### src/rtl/multi_producer_fsm.sv
// Multi-channel stimulus producer for the stall/flush pipeline harness.
// Each channel i issues the integer stream i, i+STRIDE, i+2*STRIDE, ... (mod 2^DATA_W),
// honours its own stall input, raises a one-cycle flush every FLUSH_PERIOD issued
// items and, when MAX_ITEMS is nonzero, stops after MAX_ITEMS items and reports done.
module multi_producer_fsm #(
    parameter int NUM_CH       = 2,
    parameter int DATA_W       = 32,
    parameter int STRIDE       = NUM_CH,
    parameter int FLUSH_PERIOD = 32,
    parameter int MAX_ITEMS    = 0
) (
    input  logic                     clk,
    input  logic                     reset_n,
    input  logic                     enable,
    input  logic [NUM_CH-1:0]        stall,
    output logic [NUM_CH*DATA_W-1:0] ch_data,
    output logic [NUM_CH-1:0]        in_valid,
    output logic [NUM_CH-1:0]        flush,
    output logic                     done
);

    typedef enum logic [1:0] {
        IDLE = 2'd0,
        RUN  = 2'd1,
        DONE = 2'd2
    } state_t;

    localparam logic [31:0]       MAX_W    = 32'(MAX_ITEMS);
    localparam logic [31:0]       FP_W     = 32'(FLUSH_PERIOD);
    localparam logic [DATA_W-1:0] STRIDE_W = DATA_W'(STRIDE);

    state_t            state_reg;
    state_t            state_next;
    logic              done_reg;
    logic [NUM_CH-1:0] reached;
    logic              all_reached;
    logic              rearm;

    assign all_reached = &reached;
    // Leaving DONE returns every channel to its power-on stream position.
    assign rearm       = (state_reg == DONE) && !enable;
    assign done        = done_reg;

    // State register; done is registered from the next state so it rises on DONE entry.
    always_ff @(posedge clk or negedge reset_n) begin
        if (!reset_n) begin
            state_reg <= IDLE;
            done_reg  <= 1'b0;
        end else begin
            state_reg <= state_next;
            done_reg  <= (state_next == DONE);
        end
    end

    // Next-state logic: enable low always wins over completion while running.
    always_comb begin
        state_next = state_reg;
        case (state_reg)
            IDLE: begin
                if (enable) state_next = RUN;
            end
            RUN: begin
                if (!enable)                          state_next = IDLE;
                else if (MAX_ITEMS != 0 && all_reached) state_next = DONE;
            end
            DONE: begin
                if (!enable) state_next = IDLE;
            end
            default: state_next = IDLE;
        endcase
    end

    genvar gi;
    generate
        for (gi = 0; gi < NUM_CH; gi++) begin : ch_g
            logic [DATA_W-1:0] data_reg;
            logic [DATA_W-1:0] next_val_reg;
            logic [31:0]       issued_reg;
            logic [31:0]       period_reg;
            logic              valid_reg;
            logic              due_reg;
            logic              flush_reg;
            logic              issue;
            logic              period_hit;

            assign reached[gi] = (MAX_ITEMS != 0) && (issued_reg == MAX_W);
            assign issue       = (state_reg == RUN) && enable && !stall[gi] && !reached[gi];
            // period_reg counts issues modulo FLUSH_PERIOD; hitting the top means this
            // issue lands on a nonzero multiple of the period.
            assign period_hit  = (FLUSH_PERIOD != 0) && (period_reg == FP_W - 32'd1);

            assign ch_data[gi*DATA_W +: DATA_W] = data_reg;
            assign in_valid[gi]                 = valid_reg;
            assign flush[gi]                    = flush_reg;

            // Per-channel issue path; the flush is staged through due_reg so it appears
            // one edge after the issue that completed the period, regardless of stall/enable.
            always_ff @(posedge clk or negedge reset_n) begin
                if (!reset_n) begin
                    data_reg     <= DATA_W'(gi);
                    next_val_reg <= DATA_W'(gi);
                    issued_reg   <= 32'd0;
                    period_reg   <= 32'd0;
                    valid_reg    <= 1'b0;
                    due_reg      <= 1'b0;
                    flush_reg    <= 1'b0;
                end else begin
                    valid_reg <= issue;
                    due_reg   <= issue && period_hit;
                    flush_reg <= due_reg;
                    if (rearm) begin
                        data_reg     <= DATA_W'(gi);
                        next_val_reg <= DATA_W'(gi);
                        issued_reg   <= 32'd0;
                        period_reg   <= 32'd0;
                    end else if (issue) begin
                        data_reg     <= next_val_reg;
                        next_val_reg <= next_val_reg + STRIDE_W;
                        issued_reg   <= issued_reg + 32'd1;
                        period_reg   <= period_hit ? 32'd0 : period_reg + 32'd1;
                    end
                end
            end
        end
    endgenerate

endmodule

### config.mk
export PLATFORM = sky130hd
export DESIGN_NAME = multi_producer_fsm
export DESIGN_NICKNAME = d
export VERILOG_FILES = /design/src/rtl/multi_producer_fsm.sv
export SDC_FILE = /design/constraint.sdc
export NUM_CORES = 1
export LEC_CHECK = 0
export CAP_MARGIN = 20
export CELL_PAD_IN_SITES_DETAIL_PLACEMENT = 0
export CELL_PAD_IN_SITES_GLOBAL_PLACEMENT = 1
export CORE_MARGIN = 2
export CORE_UTILIZATION = 48
export CTS_BUF_LIST = sky130_fd_sc_hd__clkbuf_8
export DETAILED_ROUTE_END_ITERATION = 8
export PLACE_DENSITY_LB_ADDON = 0.1
export SYNTH_ARGS = -nofsm -noshare
export SYNTH_HDL_FRONTEND = slang
export SYNTH_SLANG_ARGS = --single-unit
### constraint.sdc
create_clock -name clk -period 2.5 [get_ports clk]
set_input_delay 0.375 -clock clk [delete_from_list [all_inputs] [get_ports clk]]
set_output_delay 0.375 -clock clk [all_outputs]
set_load 0.05 [all_outputs]
==> out/metrics.csv <==
metric;value;unit
slowest_stage;or4_1;
ant_nets;0;
crit_fanout;7;
synth_warnings;0;
grt_max_degree;70;
power-per-cell-area;636;nW/um2
area_growth;16.8;%
num-nets-final;988;
route.detailed.drc;0;
dieWidth;143;um
dp_hpwl;14400;um
holdCritPathClass;reg -> reg;
start_util;0.493;
io_pins;74;
slew_headroom;0.562;
layout_worst_path_cycle_share;0.942;
comb_power_share;0.180;
gp_congestion;0.805;
die_h;143;um
final_util;0.575;
fillerInstances;1599;
worstSetupPathType;reg -> reg;
status;finished, final reports clean;
internal_power;4.62;mW
drt_iter0_drc;467;
path_clk_slew;110;ps
dieArea;20500;um2
placementRows;50;
m1WireLength;10200;um
max_freq;0.425;GHz
root_buffer;clkbuf_8;
cts_tree;yes;
finClkSkew;17.3;ps
cts_buffer_depth;2;
async_flop_share;1.00;
yosysMostFrequentCell;dfrtp_1;
diodes;0;
p_total;6.89;mW
setup_viol;0;
route.met3.wl;757;um
cp-end-kind;flip-flop;
drive_gt1_frac;0.0901;
numCtsBuffers;17;
tns;0;ps
synthCells;894;
post_cts_buffers;0;
switching_share;0.330;
leakage;4.90;nW
grt_pass1_vias;7059;
synthDistinctLibCells;61;
via_per_inst;5.73;
synth_edf_count;0;
required;2860;ps
first_pass_iters;5;
clkPwrFrac;0.287;
port_buffers;73;
synth_area_per_cell;10.4;um2
antenna_found_initial;0;
routedWlPerCell;17.1;um
crit_family;simple AND/OR/NAND/NOR gates;
hold_viol;0;
grt-ovfl-total;0;
slew_viol_final;0;
synth-seq-area-share;0.540;
path_buf_inv;1;
synth_ff_type;dfrtp_1;
grt_usage;0.220;
worst_setup_path_start_kind;flip-flop;
htreeDepth;4;
yosys_register_bits;200;
wl_met2;10300;um
crit_arrival;2720;ps
finalCriticalPeriod;2360;ps
clock_latency;470;ps
crit_chain;or4_1 > nor4_2 > a21oi_1 > buf_4 > nor2b_1 > a221o_1;
syn_nets;907;
p_sw;2.27;mW
worst_slew_pin_slew;652;ps
synth.area.top_cells;dfrtp_1 (53%), xor2_1 (6.3%), a22o_1 (5.0%);
top_layer;met4;
netlist_area;9280;um2
synth_common_cells;dfrtp_1 (198), nor2_1 (112), nand2_1 (78);
synth_top_area_frac;0.534;
yosysTopAreaCell;dfrtp_1;
core_area;18800;um2
multi_input_area;4030;um2
drt_wl_total;21400;um
clock-sinks;200;
ir_drop;484;uV
grt_pass1_wl;36100;um
num_vias;7151;
cp_slowest_stage_delay;580;ps
ff_latch_area;5010;um2
rsz0062_at_grt;no;
maxCapViolations;0;
seqPwrFrac;0.533;
[per-layer routing]
layer	track usage	vias up
met5	0	-
met4	0.0490	0
met3	0.0419	19
met2	0.359	143
met1	0.309	3619
li1	-	3370
[worst register-to-register path, cell delays in order, from the launching register on]
cell and delay [ps]:
dfrtp_1 470, or4_1 580, nor4_2 370, a21oi_1 200
buf_4 200, nor2b_1 130, a221o_1 310
[logic make-up after synthesis]
kind of cell               count (synthesis)  share of synthesized area
and+or+nand+nor                          396                      0.222
DFF                                      200                      0.540
AOI/OAI and AO/OA                        135                      0.109
xor gates and xnor gates                  88                     0.0831
buffers and inverters                     59                     0.0270
muxes                                      8                    0.00877
adders and majority gates                  8                     0.0108
[layout by cell type, fill, tap and decap left out, drive strengths merged, types with 10 or more instances in the layout]
cell,n
nand3,53
nor4,19
and4,16
inv,17
xnor2,21
xor2,67
and2,10
and3,20
clkdlybuf4s50,72
nand4,51
buf,36
o21ai,17
dfrtp,198
a21oi,22
clkbuf,19
nor2,112
nand2,78
a31oi,16
a22o,54
[worst paths after layout]
check	startpoint	endpoint	slack, ps	cells past startpoint
worst max-delay path	ch_g[1].period_reg[15]	ch_g[1].period_reg[27]	140	6
worst max register to register	ch_g[1].period_reg[15]	ch_g[1].period_reg[27]	140	6
worst min register to register	ch_g[1].due_reg	ch_g[1].flush_reg	360	0
max in group asynchronous	reset_n	ch_g[1].data_reg[0]	1220	3
min in group asynchronous	reset_n	ch_g[0].data_reg[17]	440	2
worst min-delay path	ch_g[1].due_reg	ch_g[1].flush_reg	360	0
[cell type report]
class	count	share of cell area
clock buffers	18	0.0229
clock inverters	14	0.0109
inverters	11	0.00381
multi-input cells	635	0.372
flip-flops and latches	200	0.462
well taps	260	0.0300
repair buffers	110	0.0983
[through the flow]
step	setup slack [ps]	hold WS [ps]	instance area, um2	std cells
after global placement	72.0	344	10500	1215
after floorplan	408	79.4	9280	894
after detailed placement	51.4	336	10500	1215
after global routing	37.2	381	10800	1248
final	144	364	10800	1248
after CTS	133	370	10800	1248
[power groups by stage]
| stage | Combinational, mW | Sequential, mW | Clock, mW |
|---|---|---|---|
| floorplan | 0.548 | 3.95 | 0 |
| global placement | 1.21 | 3.72 | 0 |
| detailed placement | 1.25 | 3.73 | 0 |
| CTS | 1.25 | 3.67 | 2.04 |
| global route | 1.36 | 3.71 | 2.17 |
| finish | 1.24 | 3.68 | 1.97 |
[timing repair]
action                    in CTS  in global routing
hold buffers                   1                  0
hold endpoints to repair      65                  0
resized for setup              0                  0
Note: power is estimated with default switching activity, not from simulation.
